==> src/rtl/timer_ctrl_if.sv <==
// Bus between timer_ctrl and its controller/downstream counter.
// Optional pause input exists only when TIMER_CTRL_PAUSE_EN is defined.
interface timer_ctrl_if;
   // start/stop/irq_ack are single-cycle pulses sampled at the rising edge; no
   // ready is returned: start is accepted only in IDLE/DONE, stop always wins.
   logic       start;
   logic       stop;
   logic       mode;
   logic [7:0] presc;
   logic [7:0] wrap_target;
   logic       overflow;
   logic       irq_ack;
`ifdef TIMER_CTRL_PAUSE_EN
   logic       pause;
`endif
   logic       count_en;
   logic       count_clr;
   logic       irq;
   logic       busy;
   logic [7:0] wrap_cnt;
   logic [1:0] state_dbg;

   modport master (
`ifdef TIMER_CTRL_PAUSE_EN
      output pause,
`endif
      output start, stop, mode, presc, wrap_target, overflow, irq_ack,
      input  count_en, count_clr, irq, busy, wrap_cnt, state_dbg
   );

   modport slave (
`ifdef TIMER_CTRL_PAUSE_EN
      input  pause,
`endif
      input  start, stop, mode, presc, wrap_target, overflow, irq_ack,
      output count_en, count_clr, irq, busy, wrap_cnt, state_dbg
   );
endinterface

==> src/rtl/timer_ctrl.sv <==
// Prescaled run controller for an external 8-bit counter; counts wraps per period.
// Optional feature macro: TIMER_CTRL_PAUSE_EN (adds a registered pause input).
module timer_ctrl (
   input logic         clk,
   input logic         rst,
   timer_ctrl_if.slave bus
);
   typedef enum logic [1:0] {
      IDLE  = 2'd0,
      CLEAR = 2'd1,
      RUN   = 2'd2,
      DONE  = 2'd3
   } state_t;

   state_t     state_q, state_d;
   logic       mode_q, mode_d;
   logic [7:0] presc_q, presc_d;
   logic [7:0] wrap_tgt_q, wrap_tgt_d;
   logic [7:0] pcnt_q, pcnt_d;
   logic [7:0] wrap_cnt_q, wrap_cnt_d;
   logic       irq_q, irq_d;
   logic       frozen;
   logic       count_en;
   logic       wrap_ev;
   logic       period_end;

`ifdef TIMER_CTRL_PAUSE_EN
   // Pause is registered so no output depends combinationally on an input.
   logic pause_q, pause_d;
   assign pause_d = bus.pause;
   assign frozen  = pause_q;

   always_ff @(posedge clk) begin
      if (rst) pause_q <= 1'b0;
      else     pause_q <= pause_d;
   end
`else
   assign frozen = 1'b0;
`endif

   always_ff @(posedge clk) begin
      if (rst) begin
         state_q    <= IDLE;
         mode_q     <= 1'b0;
         presc_q    <= 8'd0;
         wrap_tgt_q <= 8'd0;
         pcnt_q     <= 8'd0;
         wrap_cnt_q <= 8'd0;
         irq_q      <= 1'b0;
      end else begin
         state_q    <= state_d;
         mode_q     <= mode_d;
         presc_q    <= presc_d;
         wrap_tgt_q <= wrap_tgt_d;
         pcnt_q     <= pcnt_d;
         wrap_cnt_q <= wrap_cnt_d;
         irq_q      <= irq_d;
      end
   end

   always_comb begin
      count_en   = (state_q == RUN) && !frozen && (pcnt_q == presc_q);
      wrap_ev    = count_en && bus.overflow;
      period_end = wrap_ev && (wrap_cnt_q == wrap_tgt_q);
      state_d    = state_q;
      mode_d     = mode_q;
      presc_d    = presc_q;
      wrap_tgt_d = wrap_tgt_q;
      pcnt_d     = pcnt_q;
      wrap_cnt_d = wrap_cnt_q;
      irq_d      = irq_q && !bus.irq_ack;
      case (state_q)
         IDLE, DONE: begin
            if (bus.start && !bus.stop) begin
               state_d    = CLEAR;
               mode_d     = bus.mode;
               presc_d    = bus.presc;
               wrap_tgt_d = bus.wrap_target;
               pcnt_d     = 8'd0;
               wrap_cnt_d = 8'd0;
            end
         end
         CLEAR: begin
            state_d = bus.stop ? IDLE : RUN;
         end
         RUN: begin
            if (bus.stop) begin
               state_d = IDLE;
            end else if (!frozen) begin
               pcnt_d = count_en ? 8'd0 : pcnt_q + 8'd1;
               if (period_end) begin
                  irq_d = 1'b1;
                  if (mode_q) wrap_cnt_d = 8'd0;
                  else        state_d    = DONE;
               end else if (wrap_ev) begin
                  wrap_cnt_d = wrap_cnt_q + 8'd1;
               end
            end
         end
         default: state_d = IDLE;
      endcase
   end

   assign bus.count_en  = count_en;
   assign bus.count_clr = (state_q == CLEAR);
   assign bus.busy      = (state_q == CLEAR) || (state_q == RUN);
   assign bus.irq       = irq_q;
   assign bus.wrap_cnt  = wrap_cnt_q;
   assign bus.state_dbg = state_q;
endmodule
==> src/flat_wrapper.sv <==
// flat-port wrapper written by rule: the top's interface ports become plain ports
module timer_ctrl_flat 
  (clk, rst, bus_start, bus_stop, bus_mode, bus_presc, bus_wrap_target, bus_overflow, bus_irq_ack, bus_count_en, bus_count_clr, bus_irq, bus_busy, bus_wrap_cnt, bus_state_dbg);
  timer_ctrl_if bus_i ();
  input logic clk;
  input logic rst;
  input wire logic [$bits(bus_i.start)-1:0] bus_start;
  input wire logic [$bits(bus_i.stop)-1:0] bus_stop;
  input wire logic [$bits(bus_i.mode)-1:0] bus_mode;
  input wire logic [$bits(bus_i.presc)-1:0] bus_presc;
  input wire logic [$bits(bus_i.wrap_target)-1:0] bus_wrap_target;
  input wire logic [$bits(bus_i.overflow)-1:0] bus_overflow;
  input wire logic [$bits(bus_i.irq_ack)-1:0] bus_irq_ack;
  output wire logic [$bits(bus_i.count_en)-1:0] bus_count_en;
  output wire logic [$bits(bus_i.count_clr)-1:0] bus_count_clr;
  output wire logic [$bits(bus_i.irq)-1:0] bus_irq;
  output wire logic [$bits(bus_i.busy)-1:0] bus_busy;
  output wire logic [$bits(bus_i.wrap_cnt)-1:0] bus_wrap_cnt;
  output wire logic [$bits(bus_i.state_dbg)-1:0] bus_state_dbg;
  assign bus_i.start = bus_start;
  assign bus_i.stop = bus_stop;
  assign bus_i.mode = bus_mode;
  assign bus_i.presc = bus_presc;
  assign bus_i.wrap_target = bus_wrap_target;
  assign bus_i.overflow = bus_overflow;
  assign bus_i.irq_ack = bus_irq_ack;
  assign bus_count_en = bus_i.count_en;
  assign bus_count_clr = bus_i.count_clr;
  assign bus_irq = bus_i.irq;
  assign bus_busy = bus_i.busy;
  assign bus_wrap_cnt = bus_i.wrap_cnt;
  assign bus_state_dbg = bus_i.state_dbg;
  timer_ctrl u_core (.clk(clk), .rst(rst), .bus(bus_i));
endmodule
==> config.mk <==
export PLATFORM = sky130hd
export DESIGN_NAME = timer_ctrl_flat
export DESIGN_NICKNAME = d
export VERILOG_FILES = /design/src/rtl/timer_ctrl_if.sv /design/src/rtl/timer_ctrl.sv /design/src/flat_wrapper.sv
export SDC_FILE = /design/constraint.sdc
export NUM_CORES = 1
export LEC_CHECK = 0
export BUFFER_PORTS_ARGS = -buffer_cell sky130_fd_sc_hd__buf_4
export CORE_AREA = 2 2 89 91
export DETAILED_ROUTE_END_ITERATION = 12
export DIE_AREA = 0 0 91 93
export PLACE_DENSITY = 0.47
export RECOVER_POWER = 100
export SYNTH_ARGS = -nofsm -noshare
export SYNTH_HDL_FRONTEND = slang
export SYNTH_SLANG_ARGS = --single-unit
==> constraint.sdc <==
create_clock -name clk -period 3.5 [get_ports clk]
set_input_delay 0.525 -clock clk [delete_from_list [all_inputs] [get_ports clk]]
set_output_delay 0.525 -clock clk [all_outputs]
set_load 0.03 [all_outputs]
==> flow_summary.toml <==
[timing]
slew_viol_final = 0
finalCritPeriodShare_pct = 70.0
hold_viol = 0
finalSetupTns_ns = 0
rsz0062_at_grt = "no"
setup_viol = 0
hold_ws_ns = 0.466
finClkSkew_ns = 0.00641
min_period_ns = 2.45
max_slew_margin_pct = 26.6
worstMarginPinSlew_ns = 1.10
fmax_ghz = 0.408

[clock_network]
post_cts_resize_count = 0
cts_tree = "done"
cts.sinks = 36
cts_inserted_buffers = 5
h-tree-depth = 2
clockBufferDepth = 2
hold_buffers = 0
post_cts_buffers = 0
root_buffer = "clkbuf_8"
worstSkewPairLatency_ns = 0.29
clkSlewWorstSetupHoldPaths_ns = 0.07

[yosys]
netlist_instances = 225
syn-cell-area_sq_um = 1810
yosysUniqueCellTypes = 36
synth_top_area_cell = "dfxtp_1"
ys_seq_elements = 36
netlist_top_cells_area = "dfxtp_1 40%, nand2_1 9.6%, a21oi_1 7.5%"
netlist.area_leader.share_pct = 39.9
syn_nets = 252
ys_warn_count = 0
postSynthAreaPerCell_sq_um = 8.03
ys_seq_area_share_pct = 39.9

[setup_path]
endpoint = "u_core.bus.wrap_cnt[2]"
worst-path-stages = 7
critPathTopFamily = "simple AND/OR/NAND/NOR gates"
critPathLaunchType = "flip-flop"
r2r_slack_ns = 1.05
worstSetupPathType = "flip-flop to flip-flop"
r2r_start = "u_core.bus.state_dbg[0]"
reg2reg_to = "u_core.bus.wrap_cnt[2]"
slowest_stage = "nor3_1"
critPathRequiredTime_ns = 3.66
cp-end-kind = "flip-flop"
cp_max_fo = 9
cp-startpoint = "u_core.bus.state_dbg[0]"
arrival_ns = 2.61
reg2regPathDepth = 7
slowest_delay_ns = 0.72
crit_chain = "inv_1 > ha_1 > nand3_1 > nor3_1 > o221ai_1 > nand2b_1 > a31oi_1"
crit_buf_inv = 1

[routing]
drc = 0
wl_per_cell_um = 12.2
drt_iter0_markers = 101
routed_wl_um = 4390
antenna_left = 0
drtPass1Iterations = 4
viasPerCell = 4.37
vias = 1568

[power]
pwr-share-seq_pct = 52.1
p_sw_share_pct = 27.6
power_frac_clock_pct = 32.1
p_int_mw = 0.605
power_density_nw_per_um2 = 390
combPwrFrac_pct = 15.8
max-vdd-ir-drop_mv = 0.124
p_sw_mw = 0.231
power.leakage_nw = 0.824
power_mw = 0.836

[global_routing]
grt_overflow = 0
grt_first_pass_wirelength_um = 7360
grt_use_total_pct = 10.9
grt_max_degree = 28
antenna_found_initial = 0
grt_pass1_vias = 1522

[job]
cap_violations = 0

[outcome]
status = "finished, final reports clean"

[floorplanning]
row_count = 32
dieWidth_um = 91
die_h_um = 93
io_pins = 37
die_area_sq_um = 8460
coreArea_sq_um = 7530
initial_core_util_pct = 24.0

[cells_and_area]
final_nets = 286
diodes = 0
final_core_util_pct = 28.5
drive_gt1_share_pct = 12.1
syn_to_final_growth_pct = 18.6
stdcell_area_sq_um = 2140
fill_cells = 901

[place]
port-buffer-count = 36
place_hpwl_um = 3260
place_area_sq_um = 2150
gp_congestion = 0.749

[hold_path]
hp-class = "flip-flop to flip-flop"
worstHoldStart = "u_core.wrap_tgt_q[2]"
[worst register-to-register path, cell delays in order (launching register included)]
cell	delay (ns)
dfxtp_1	0.35
inv_1	0.07
ha_1	0.34
nand3_1	0.13
nor3_1	0.72
o221ai_1	0.32
nand2b_1	0.28
a31oi_1	0.12
[power groups by stage]
stage	Combinational, mW	Sequential (mW)	Clock, mW
finish	0.132	0.436	0.268
global route	0.149	0.437	0.291
CTS	0.145	0.436	0.279
detailed placement	0.144	0.446	0
global placement	0.144	0.445	0
floorplan	0.102	0.446	0
[cell type report]
cell class / instances / area (sq um) / share of cell area [%]
Clock buffer: 5 / 68.8 / 3.21
Tap cell: 102 / 128 / 5.96
Multi-Input combinational cell: 175 / 988 / 46.1
Sequential cell: 36 / 721 / 33.6
Timing Repair Buffer: 36 / 218 / 10.2
Inverter: 5 / 18.8 / 0.876
[sequential cells by signal, indices dropped and copies added, names as in the netlist]
register	count
u_core.bus.irq	1
u_core.mode_q	1
u_core.bus.state_dbg	2
u_core.presc_q	8
u_core.bus.wrap_cnt	8
u_core.wrap_tgt_q	8
u_core.pcnt_q	8
[synthesized netlist by cell type (all sizes together)]
master	count
a211oi	1
a21oi	27
a311oi	1
a31o	1
a31oi	3
and2	1
and3	5
and4	1
buf	7
clkbuf	2
dfxtp	36
ha	4
inv	5
mux2i	3
nand2	46
nand2b	6
nand3	9
nand4	3
nor2	17
nor2b	3
nor3	6
nor4	2
o21ai	8
o221ai	1
o31ai	3
or2	1
or2b	1
xnor2	12
xor2	10
[worst min path at each step]
stage                                 endpoint  slack, ns  cells past startpoint
after floorplan                  u_core.mode_q       0.44                      2
after detailed placement     u_core.presc_q[4]       0.46                      2
after global routing         u_core.presc_q[0]       0.48                      3
after global placement       u_core.presc_q[4]       0.46                      2
final                     u_core.wrap_tgt_q[2]       0.47                      2
after CTS                    u_core.presc_q[4]       0.47                      2
[per-layer routing]
metal  vias to the layer above  share of wire [%]  global-route usage [%]
li1                        826                  -                       -
met5                         -                  0                       0
met2                        33                 43                    16.9
met4                         0                1.5                    3.79
met1                       703                 52                    14.9
met3                         6                3.3                    2.58
[placed cells by master, fill, tap and decap left out, drive strengths merged]
cell and count:
or2b 1, mux2i 3, nand2b 6, a31o 1, buf 22, and4 1
ha 4, dfxtp 36, clkbuf 19, nor4 2, a211oi 1, a21oi 27
nand4 3, a31oi 3, xor2 10, a311oi 1, o221ai 1, o31ai 3
o21ai 8, and3 5, or2 1, nor2 17, nand2 46, nor3 6
xnor2 12, inv 5, nand3 9, and2 1, nor2b 3
[cells by family after synthesis]
family / Yosys count / share of synthesized area, %
simple gates: 101 / 26.8
fa+ha+maj: 4 / 2.77
compound gates: 45 / 14.2
buf+inv: 14 / 3.81
mux: 3 / 1.87
xor+xnor: 22 / 10.7
flops: 36 / 39.9
[per-stage QoR]
step | setup WS (ns) | std cells
after floorplan | 1.18 | 225
after global placement | 1.31 | 354
after detailed placement | 1.30 | 354
after CTS | 1.15 | 359
after global routing | 0.762 | 359
final | 1.05 | 359
Note: power is estimated with default switching activity, not from simulation.
